==> config.mk <==
export PLATFORM = sky130hd
export DESIGN_NAME = rwm_sequencer
export DESIGN_NICKNAME = d
export VERILOG_FILES = /design/src/rtl/rwm_sequencer.sv
export SDC_FILE = /design/constraint.sdc
export NUM_CORES = 1
export LEC_CHECK = 0
export BUFFER_PORTS_ARGS = -buffer_cell sky130_fd_sc_hd__buf_4
export CAP_MARGIN = 20
export CORE_ASPECT_RATIO = 0.75
export CORE_MARGIN = 2
export CORE_UTILIZATION = 43
export CTS_CLUSTER_SIZE = 25
export DETAILED_ROUTE_END_ITERATION = 10
export HOLD_SLACK_MARGIN = 0.08
export PLACE_DENSITY_LB_ADDON = 0.08
export SETUP_SLACK_MARGIN = 0.05
export SLEW_MARGIN = 20
export SYNTH_ARGS = -nofsm -noshare
export SYNTH_HDL_FRONTEND = slang
export SYNTH_SLANG_ARGS = --single-unit
export TNS_END_PERCENT = 10
==> constraint.sdc <==
create_clock -name clk -period 2.6 [get_ports clk]
set_input_delay 0.26 -clock clk [delete_from_list [all_inputs] [get_ports clk]]
set_output_delay 0.26 -clock clk [all_outputs]
set_load 0.05 [all_outputs]
==> src/rtl/rwm_sequencer.sv <==
// Command-driven sequencer for the frame R/W memory: clear, capture-write and
// readout requests with per-operation watchdog, readout length check and frame counter.
module rwm_sequencer #(
  parameter int N       = 5,
  parameter int M       = 5,
  parameter int TIMEOUT = 1024
) (
  input  logic       clk,
  input  logic       rst_n,
  input  logic       cmd_valid,
  input  logic [1:0] cmd_op,
  output logic       cmd_ready,
  input  logic       err_clr,
  input  logic       RWM_done,
  input  logic       RWM_valid,
  output logic       RWM_enable,
  output logic       rw,
  output logic       clear,
  output logic       busy,
  output logic       op_done,
  output logic       op_err,
  output logic [1:0] err_code,
  output logic [7:0] frame_cnt
);

  localparam int RD_W = $clog2(N*M+1);
  localparam int WD_W = $clog2(TIMEOUT+1);
  localparam logic [RD_W-1:0] RD_MAX     = {RD_W{1'b1}};
  localparam logic [RD_W-1:0] FRAME_SIZE = RD_W'(N*M);
  localparam logic [WD_W-1:0] WD_LAST    = WD_W'(TIMEOUT-1);

  typedef enum logic [2:0] {
    ST_IDLE     = 3'd0,
    ST_CLR_REQ  = 3'd1,
    ST_CLR_WAIT = 3'd2,
    ST_WR_REQ   = 3'd3,
    ST_WR_WAIT  = 3'd4,
    ST_RD_REQ   = 3'd5,
    ST_RD_WAIT  = 3'd6,
    ST_ERROR    = 3'd7
  } state_t;

  state_t          state_r;
  logic [1:0]      op_r;
  logic [RD_W-1:0] rd_cnt_r;
  logic [RD_W-1:0] rd_nxt_s;
  logic [WD_W-1:0] wd_cnt_r;
  logic            cmd_ready_r;
  logic            rwm_enable_r;
  logic            rw_r;
  logic            clear_r;
  logic            busy_r;
  logic            op_done_r;
  logic            op_err_r;
  logic [1:0]      err_code_r;
  logic [7:0]      frame_cnt_r;

  // Readout byte count including the current cycle, saturating at all-ones
  always_comb begin
    rd_nxt_s = rd_cnt_r;
    if ((state_r == ST_RD_WAIT) && RWM_valid && (rd_cnt_r != RD_MAX)) begin
      rd_nxt_s = rd_cnt_r + 1'b1;
    end else begin
      rd_nxt_s = rd_cnt_r;
    end
  end

  // Sequencer FSM; every output is set on the edge that enters its state
  always_ff @(posedge clk or negedge rst_n) begin
    if (!rst_n) begin
      state_r      <= ST_IDLE;
      op_r         <= 2'b00;
      rd_cnt_r     <= {RD_W{1'b0}};
      wd_cnt_r     <= {WD_W{1'b0}};
      cmd_ready_r  <= 1'b1;
      rwm_enable_r <= 1'b0;
      rw_r         <= 1'b0;
      clear_r      <= 1'b0;
      busy_r       <= 1'b0;
      op_done_r    <= 1'b0;
      op_err_r     <= 1'b0;
      err_code_r   <= 2'b00;
      frame_cnt_r  <= 8'd0;
    end else begin
      op_done_r <= 1'b0;
      case (state_r)
        ST_IDLE: begin
          if (RWM_done) begin
            state_r     <= ST_ERROR;
            err_code_r  <= 2'b11;
            op_err_r    <= 1'b1;
            cmd_ready_r <= 1'b0;
          end else if (cmd_valid) begin
            op_r         <= cmd_op;
            cmd_ready_r  <= 1'b0;
            busy_r       <= 1'b1;
            rwm_enable_r <= 1'b1;
            case (cmd_op)
              2'b01: begin
                state_r <= ST_WR_REQ;
                rw_r    <= 1'b1;
                clear_r <= 1'b0;
              end
              2'b10: begin
                state_r <= ST_RD_REQ;
                rw_r    <= 1'b0;
                clear_r <= 1'b0;
              end
              default: begin
                state_r <= ST_CLR_REQ;
                rw_r    <= 1'b0;
                clear_r <= 1'b1;
              end
            endcase
          end else begin
            state_r <= ST_IDLE;
          end
        end
        ST_CLR_REQ, ST_WR_REQ, ST_RD_REQ: begin
          // Done pulses during a request cycle are deliberately ignored
          rwm_enable_r <= 1'b0;
          clear_r      <= 1'b0;
          wd_cnt_r     <= {WD_W{1'b0}};
          rd_cnt_r     <= {RD_W{1'b0}};
          case (state_r)
            ST_CLR_REQ: state_r <= ST_CLR_WAIT;
            ST_WR_REQ:  state_r <= ST_WR_WAIT;
            default:    state_r <= ST_RD_WAIT;
          endcase
        end
        ST_CLR_WAIT, ST_WR_WAIT, ST_RD_WAIT: begin
          rd_cnt_r <= rd_nxt_s;
          if (RWM_done) begin
            if (state_r == ST_WR_WAIT) begin
              frame_cnt_r <= frame_cnt_r + 8'd1;
            end else begin
              frame_cnt_r <= frame_cnt_r;
            end
            if ((state_r == ST_RD_WAIT) && (rd_nxt_s != FRAME_SIZE)) begin
              state_r    <= ST_ERROR;
              err_code_r <= 2'b10;
              op_err_r   <= 1'b1;
              busy_r     <= 1'b0;
            end else if ((state_r != ST_RD_WAIT) && (op_r == 2'b11)) begin
              // Full cycle chains into the next phase with its own request
              rwm_enable_r <= 1'b1;
              if (state_r == ST_CLR_WAIT) begin
                state_r <= ST_WR_REQ;
                rw_r    <= 1'b1;
              end else begin
                state_r <= ST_RD_REQ;
                rw_r    <= 1'b0;
              end
            end else begin
              state_r     <= ST_IDLE;
              op_done_r   <= 1'b1;
              busy_r      <= 1'b0;
              cmd_ready_r <= 1'b1;
            end
          end else if (wd_cnt_r == WD_LAST) begin
            state_r    <= ST_ERROR;
            err_code_r <= 2'b01;
            op_err_r   <= 1'b1;
            busy_r     <= 1'b0;
          end else begin
            wd_cnt_r <= wd_cnt_r + 1'b1;
          end
        end
        ST_ERROR: begin
          if (err_clr) begin
            state_r     <= ST_IDLE;
            err_code_r  <= 2'b00;
            op_err_r    <= 1'b0;
            cmd_ready_r <= 1'b1;
          end else begin
            state_r <= ST_ERROR;
          end
        end
        default: begin
          state_r      <= ST_IDLE;
          cmd_ready_r  <= 1'b1;
          rwm_enable_r <= 1'b0;
          clear_r      <= 1'b0;
          busy_r       <= 1'b0;
          op_err_r     <= 1'b0;
          err_code_r   <= 2'b00;
        end
      endcase
    end
  end

  assign cmd_ready  = cmd_ready_r;
  assign RWM_enable = rwm_enable_r;
  assign rw         = rw_r;
  assign clear      = clear_r;
  assign busy       = busy_r;
  assign op_done    = op_done_r;
  assign op_err     = op_err_r;
  assign err_code   = err_code_r;
  assign frame_cnt  = frame_cnt_r;

endmodule

After elaboration in Yosys (flattened, before gate mapping)
Cells that the tools add are included.
{"block": "op_classes", "reduce_logical": 22, "n_shift": 0, "add_sub_neg": 3, "magnitude_cmp": 0, "mul": 0, "n_mux": 62, "div": 0, "eq_ne": 28, "n_bitwise": 1}
{"cell": "two-way mux 1 bit", "count": 34}
{"cell": "two-way mux 3 bit", "count": 8}
{"cell": "two-way mux 11 bit", "count": 2}
{"cell": "case mux 11 bit (2 select lines)", "count": 1}
{"cell": "inequality test 2 bit, second input constant", "count": 10}
{"cell": "AND reduction 6 bit", "count": 3}
{"cell": "== test 3 bit, second input constant", "count": 4}
{"cell": "inequality test 3 bit, second input constant", "count": 4}
{"cell": "case mux 3 bit (2 select lines)", "count": 2}
{"cell": "case mux 3 bit (4 select lines)", "count": 1}
{"cell": "AND reduction 3 bit", "count": 4}
{"cell": "adder 11 x 1 -> 11 bit, second input constant", "count": 1}
{"cell": "== test 11 x 10 -> 1 bit, second input constant", "count": 1}
{"cell": "two-way mux 2 bit", "count": 5}
{"cell": "inequality test 5 bit, second input constant", "count": 2}
{"cell": "case mux 5 bit (2 select lines)", "count": 1}
{"cell": "AND reduction 5 bit", "count": 2}
{"cell": "case mux 1 bit (3 select lines)", "count": 3}
{"cell": "adder 8 x 1 -> 8 bit, second input constant", "count": 1}
{"cell": "== test 3 x 2 -> 1 bit, second input constant", "count": 2}
{"cell": "case mux 1 bit (2 select lines)", "count": 3}
{"cell": "case mux 2 bit (3 select lines)", "count": 1}
{"cell": "nonzero test 2 bit", "count": 3}
{"cell": "nonzero test 3 bit", "count": 2}
{"cell": "11 further kinds", "count": 16}
{"block": "word_totals", "rom_bits": 0, "regBits": 38, "latch_bits": 0, "ramBits": 0, "mem_count": 0, "in_bits": 8}

Depth between registers and ports, before layout
{"block": "depth", "depth_word": 9, "mapped_depth": 8, "ltp_nobuf": 8}

Worst setup path before layout
No wires, ideal clock.
{"block": "synth_timing", "path_type": "register to register", "from": "register rd_cnt_r[0]", "to": "register op_err_r (netlist: op_err)", "path_buffers": 0, "arrival_ps": 2096, "required_time_ps": 2481, "stages_incl_launch_ff": 9, "synth_period_minus_slack_ps": 2215, "setup_ps": 119, "path_slack_ps": 385, "path_cell_list": "dfrtp_1 ha_1 and3_1 ha_1 nand3b_1 or4_1 o211ai_2 a211oi_2 o21a_1"}
{"block": "synth_via", "elab_chain_len": 7, "elab_cells_between_ends": 8, "cone_classes": "add/sub: 1; eq/ne: 3; mux: 1; reduce/logical: 3"}
{"item": "from (decl)", "line_no": "45", "source": "logic [RD_W-1:0] rd_cnt_r;"}
{"item": "from (signal assigned)", "line_no": "73", "source": "rd_cnt_r <= {RD_W{1'b0}};"}
{"item": "from (signal assigned)", "line_no": "124", "source": "rd_cnt_r <= {RD_W{1'b0}};"}
{"item": "from (signal assigned)", "line_no": "132", "source": "rd_cnt_r <= rd_nxt_s;"}
{"item": "branches (longest 2 deep; another with adder 5 x 1 -> 5 bit)"}
{"item": "two-way mux 5 bit *", "line_no": "61", "source": "if ((state_r == ST_RD_WAIT) && RWM_valid && (rd_cnt_r != RD_MAX)) begin"}
{"item": "inequality test 5 bit *", "line_no": "139", "source": "if ((state_r == ST_RD_WAIT) && (rd_nxt_s != FRAME_SIZE)) begin"}
{"item": "logical AND 1 bit *", "line_no": "139"}
{"item": "inequality test 3 bit (no line) *"}
{"item": "AND reduction 5 bit (no line) *"}
{"item": "to (signal assigned)", "line_no": "142", "source": "op_err_r <= 1'b1;"}
{"item": "to (signal assigned)", "line_no": "163", "source": "op_err_r <= 1'b1;"}
{"item": "to (signal assigned)", "line_no": "173", "source": "op_err_r <= 1'b0;"}
{"item": "to (decl)", "line_no": "54", "source": "logic op_err_r;"}
Mark *: on every way between the ends.
A chain may end at the register's enable or synchronous reset.

Worst setup path in the final report
{"block": "layout_timing", "from": "register rd_cnt_r[0]", "to": "register state_r[0]"}
{"block": "layout_via", "elab_chain_len": 8, "elab_cells_between_ends": 9, "cone_classes": "add/sub: 1; eq/ne: 2; mux: 4; reduce/logical: 2"}
{"item": "branches (longest 2 deep; another with adder 5 x 1 -> 5 bit)"}
{"item": "two-way mux 5 bit *", "line_no": "61"}
{"item": "inequality test 5 bit *", "line_no": "139"}
{"item": "logical AND 1 bit *", "line_no": "139"}
{"item": "two-way mux 3 bit *", "line_no": "139"}
{"item": "two-way mux 3 bit *", "line_no": "133", "source": "if (RWM_done) begin"}
{"item": "case mux 3 bit (4 select lines) *", "line_no": "86", "source": "case (state_r)"}
{"item": "to (signal assigned)", "line_no": "89", "source": "state_r <= ST_ERROR;"}
{"item": "to (signal assigned)", "line_no": "140", "source": "state_r <= ST_ERROR;"}
{"item": "to (signal assigned)", "line_no": "148", "source": "state_r <= ST_WR_REQ;"}
{"item": "to (decl)", "line_no": "43", "source": "state_t state_r;"}
Marked as above.

==> flow_metrics.env <==
export IMPL_status="completed"
export IMPL_area_growth_pct=16.4
export IMPL_r2r_cells=8
export IMPL_rows=22
export IMPL_synth_nets=265
export IMPL_skew_ns=0.00621
export IMPL_diodes=0
export IMPL_p_int_mw=1.43
export IMPL_hpwl_mm=3.54
export IMPL_finalHoldViolations=0
export IMPL_crit_chain="ha_1, and3_1, ha_1, and2b_1, and3_1, o31ai_1, or3_1, o21a_1"
export IMPL_arrival_ns=2.58
export IMPL_core_um2=4980
export IMPL_fp_dieArea_um2=5890
export IMPL_postSynthAreaPerCell_um2=9.09
export IMPL_power_leakage_nw=1.19
export IMPL_htree_levels=2
export IMPL_p_sw_mw=1.20
export IMPL_cts_tree="built"
export IMPL_grt_pass1_wl_mm=8.93
export IMPL_setup_viol=0
export IMPL_sw_frac_of_total_pct=45.6
export IMPL_period_share_pct=92.3
export IMPL_multi_input_area_um2=1240
export IMPL_seqPwrFrac_pct=35.4
export IMPL_critPathMaxFanout=9
export IMPL_vias_per_cell=5.42
export IMPL_vias=1885
export IMPL_io_buffers=24
export IMPL_synth_distinct_cells=55
export IMPL_antenna_left=0
export IMPL_initial_core_util_pct=45.6
export IMPL_cts_max_path_buffers=2
export IMPL_fmax_mhz=417
export IMPL_critPathBufInv=0
export IMPL_synthCells=250
export IMPL_grt_pass1_vias=1827
export IMPL_grt_max_degree=39
export IMPL_clk_pin_slew_ns=0.08
export IMPL_ff_latch_area_um2=952
export IMPL_total_power_mw=2.63
export IMPL_p_per_area_nw_per_um2=996
export IMPL_grt_ovfl_total=0
export IMPL_end_kind="flop"
export IMPL_slowest_stage="dfrtp_1"
export IMPL_cap_viol_max_count=0
export IMPL_r2r_start="rd_cnt_r[0]"
export IMPL_layout_drive_gt1_share_pct=17.8
export IMPL_die_w_um=87.9
export IMPL_cts_sinks=38
export IMPL_r2r_end="state_r[0]"
export IMPL_whs_path_depth=3
export IMPL_final_setup_tns_ns=0
export IMPL_holdWs_ns=0.282
export IMPL_path_delay_family="simple AND/OR/NAND/NOR gates"
export IMPL_antenna_found_initial=0
export IMPL_final_nets=290
export IMPL_synth_flop_cell="dfrtp_1"
export IMPL_drtPass1Iterations=4
export IMPL_nFillCells=487
export IMPL_avgRoutedWirePerCell_um=14.3
export IMPL_ys_warn_count=0
export IMPL_max_slew_margin_rel_pct=67.2
export IMPL_root_buffer="clkbuf_8"
export IMPL_final_util_pct=53.1
export IMPL_min_to="op_err"
export IMPL_power_frac_clock_pct=19.1
export IMPL_ys_seq_area_share_pct=41.9
export IMPL_grt_setup_unrepaired="false"
export IMPL_grt_total_usage_pct=19.7
export IMPL_path_class="reg2reg"
export IMPL_insertion_delay_ns=0.29
export IMPL_synthArstFlopShare_pct=100
export IMPL_ys_ff_latch=38
export IMPL_min_from="err_clr"
export IMPL_p_comb_share_pct=45.5
export IMPL_reg2reg_slack_ns=0.20
export IMPL_cp_required_ns=2.78
export IMPL_drt_total_wl_mm=4.97
export IMPL_io_pins=25
export IMPL_drc=0
export IMPL_max_stage_delay_ns=0.47
export IMPL_place_gp_congestion=0.815
export IMPL_slew_viol_final=0
export IMPL_cts_buffers=5
export IMPL_die_h_um=67.0
export IMPL_ir_drop_mv=0.540
export IMPL_drt_iter0_drc=65
export IMPL_layout_min_cycle_time_ns=2.40
export IMPL_worst_pin_slew_ns=0.490
export IMPL_hp_class="in2reg"
export IMPL_synth_edf_count=0
export IMPL_start_kind="flop"
export IMPL_syn_area_um2=2270
## worst max path at each step
stage / start / endpoint / slack (ns) / cells after the start
6_report: rd_cnt_r[0] / state_r[0] / 0.20 / 8
5_1_grt: rd_cnt_r[0] / state_r[0] / 0.06 / 8
4_1_cts: rd_cnt_r[0] / state_r[0] / 0.16 / 8
3_5_place_dp: rd_cnt_r[0] / state_r[0] / 0.18 / 8
3_3_place_gp: rd_cnt_r[0] / state_r[0] / 0.27 / 8
2_1_floorplan: rd_cnt_r[0] / op_err / 0.39 / 8
## cells by family (layout without fill, tap and decap cells)
family | after synthesis | in the layout | synth area share, %
buffers and inverters | 19 | 45 | 3.63
and+or+nand+nor | 112 | 112 | 27.0
xor gates and xnor gates | 14 | 14 | 5.40
DFF | 38 | 38 | 41.9
AOI/OAI and AO/OA | 55 | 55 | 16.0
muxes | 5 | 5 | 2.26
adders and majority gates | 7 | 7 | 3.85
## metal layers
layer,vias to the layer above,track usage (%),part of all wire [%]
li1,946,-,-
met5,-,0,0
met1,894,30.0,53
met4,0,4.81,0.66
met3,4,4.46,4.5
met2,41,27.7,42
## cell type report
cell class                      count  share of cell area (%)
Tap cell                           72                    3.41
Clock buffer                        5                    2.60
Inverter                            8                    1.14
Timing Repair Buffer               29                    8.33
Multi-Input combinational cell    193                    47.0
Clock inverter                      3                    1.51
Sequential cell                    38                    36.0
## stage by stage
stage                     setup slack (ns)  cells  instance area, um2
final                                0.201    348                2640
after global routing                0.0551    348                2640
after CTS                            0.159    347                2630
after detailed placement             0.185    338                2510
after global placement               0.275    338                2510
after floorplan                      0.385    250                2270
## state kept, by name, summed over array words and instances, names as in the netlist
signal / count
rd_cnt_r: 5
busy: 1
op_done: 1
RWM_enable: 1
err_code: 2
cmd_ready: 1
op_err: 1
clear: 1
wd_cnt_r: 11
rw: 1
op_r: 2
state_r: 3
frame_cnt: 8
## repair_timing
item | 4_1_cts | 5_1_grt
setup buffers | 0 | 1
hold endpoints to repair | 37 | 0
endpoints found under the setup margin | 0 | 2
hold buffers | 1 | 0
gates resized for setup | 0 | 1
## cells in the mapped netlist, types with 4 or more instances
library cell,n,area [um2]
inv_1,8,30.0
a21oi_1,11,55.1
xnor2_1,12,105
and3_1,5,31.3
a22oi_1,5,37.5
dfrtp_1,37,926
nor2b_1,5,31.3
nand3b_1,4,30.0
nor4_1,5,31.3
nand3_1,11,55.1
mux2i_1,4,40.0
ha_1,7,87.6
nor2_1,18,67.6
o21ai_0,19,95.1
nand2_1,26,97.6
clkbuf_1,5,18.8
nor3_1,10,50.1
nand4_1,5,31.3
o21a_1,4,30.0
## power groups by stage
| stage | Combinational (mW) | Clock [mW] | Sequential, mW |
|---|---|---|---|
| 6_report | 1.20 | 0.504 | 0.931 |
| 5_1_grt | 1.34 | 0.539 | 0.963 |
| 4_1_cts | 1.20 | 0.514 | 0.929 |
| 3_5_place_dp | 1.20 | 0 | 0.943 |
| 3_3_place_gp | 1.19 | 0 | 0.939 |
| 2_1_floorplan | 0.676 | 0 | 1.13 |
## tightest hold or removal path, cell delays in order
cell     delay, ns
buf_4         0.10
nand3_1       0.08
o21a_1        0.10
## layout by cell type (no fill, tap or decap), types with 3 or more instances in the layout
| cell | Yosys | layout |
|---|---|---|
| nand3b_1 | 4 | 4 |
| nand3_1 | 11 | 11 |
| nor4_1 | 5 | 5 |
| a22oi_1 | 5 | 5 |
| o21ai_0 | 19 | 19 |
| and3_1 | 5 | 5 |
| nand4_1 | 5 | 5 |
| mux2i_1 | 4 | 4 |
| nor3_1 | 10 | 9 |
| nor2b_1 | 5 | 5 |
| ha_1 | 7 | 7 |
| nand2_1 | 26 | 26 |
| a21oi_1 | 11 | 11 |
| inv_1 | 8 | 8 |
| nor2_1 | 18 | 18 |
| clkbuf_8 | 0 | 5 |
| and2_1 | 3 | 3 |
| nand2b_1 | 3 | 3 |
| o21a_1 | 4 | 4 |
| dfrtp_1 | 37 | 37 |
| buf_4 | 2 | 28 |
| xnor2_1 | 12 | 12 |
(Power assumes the default switching activity.)
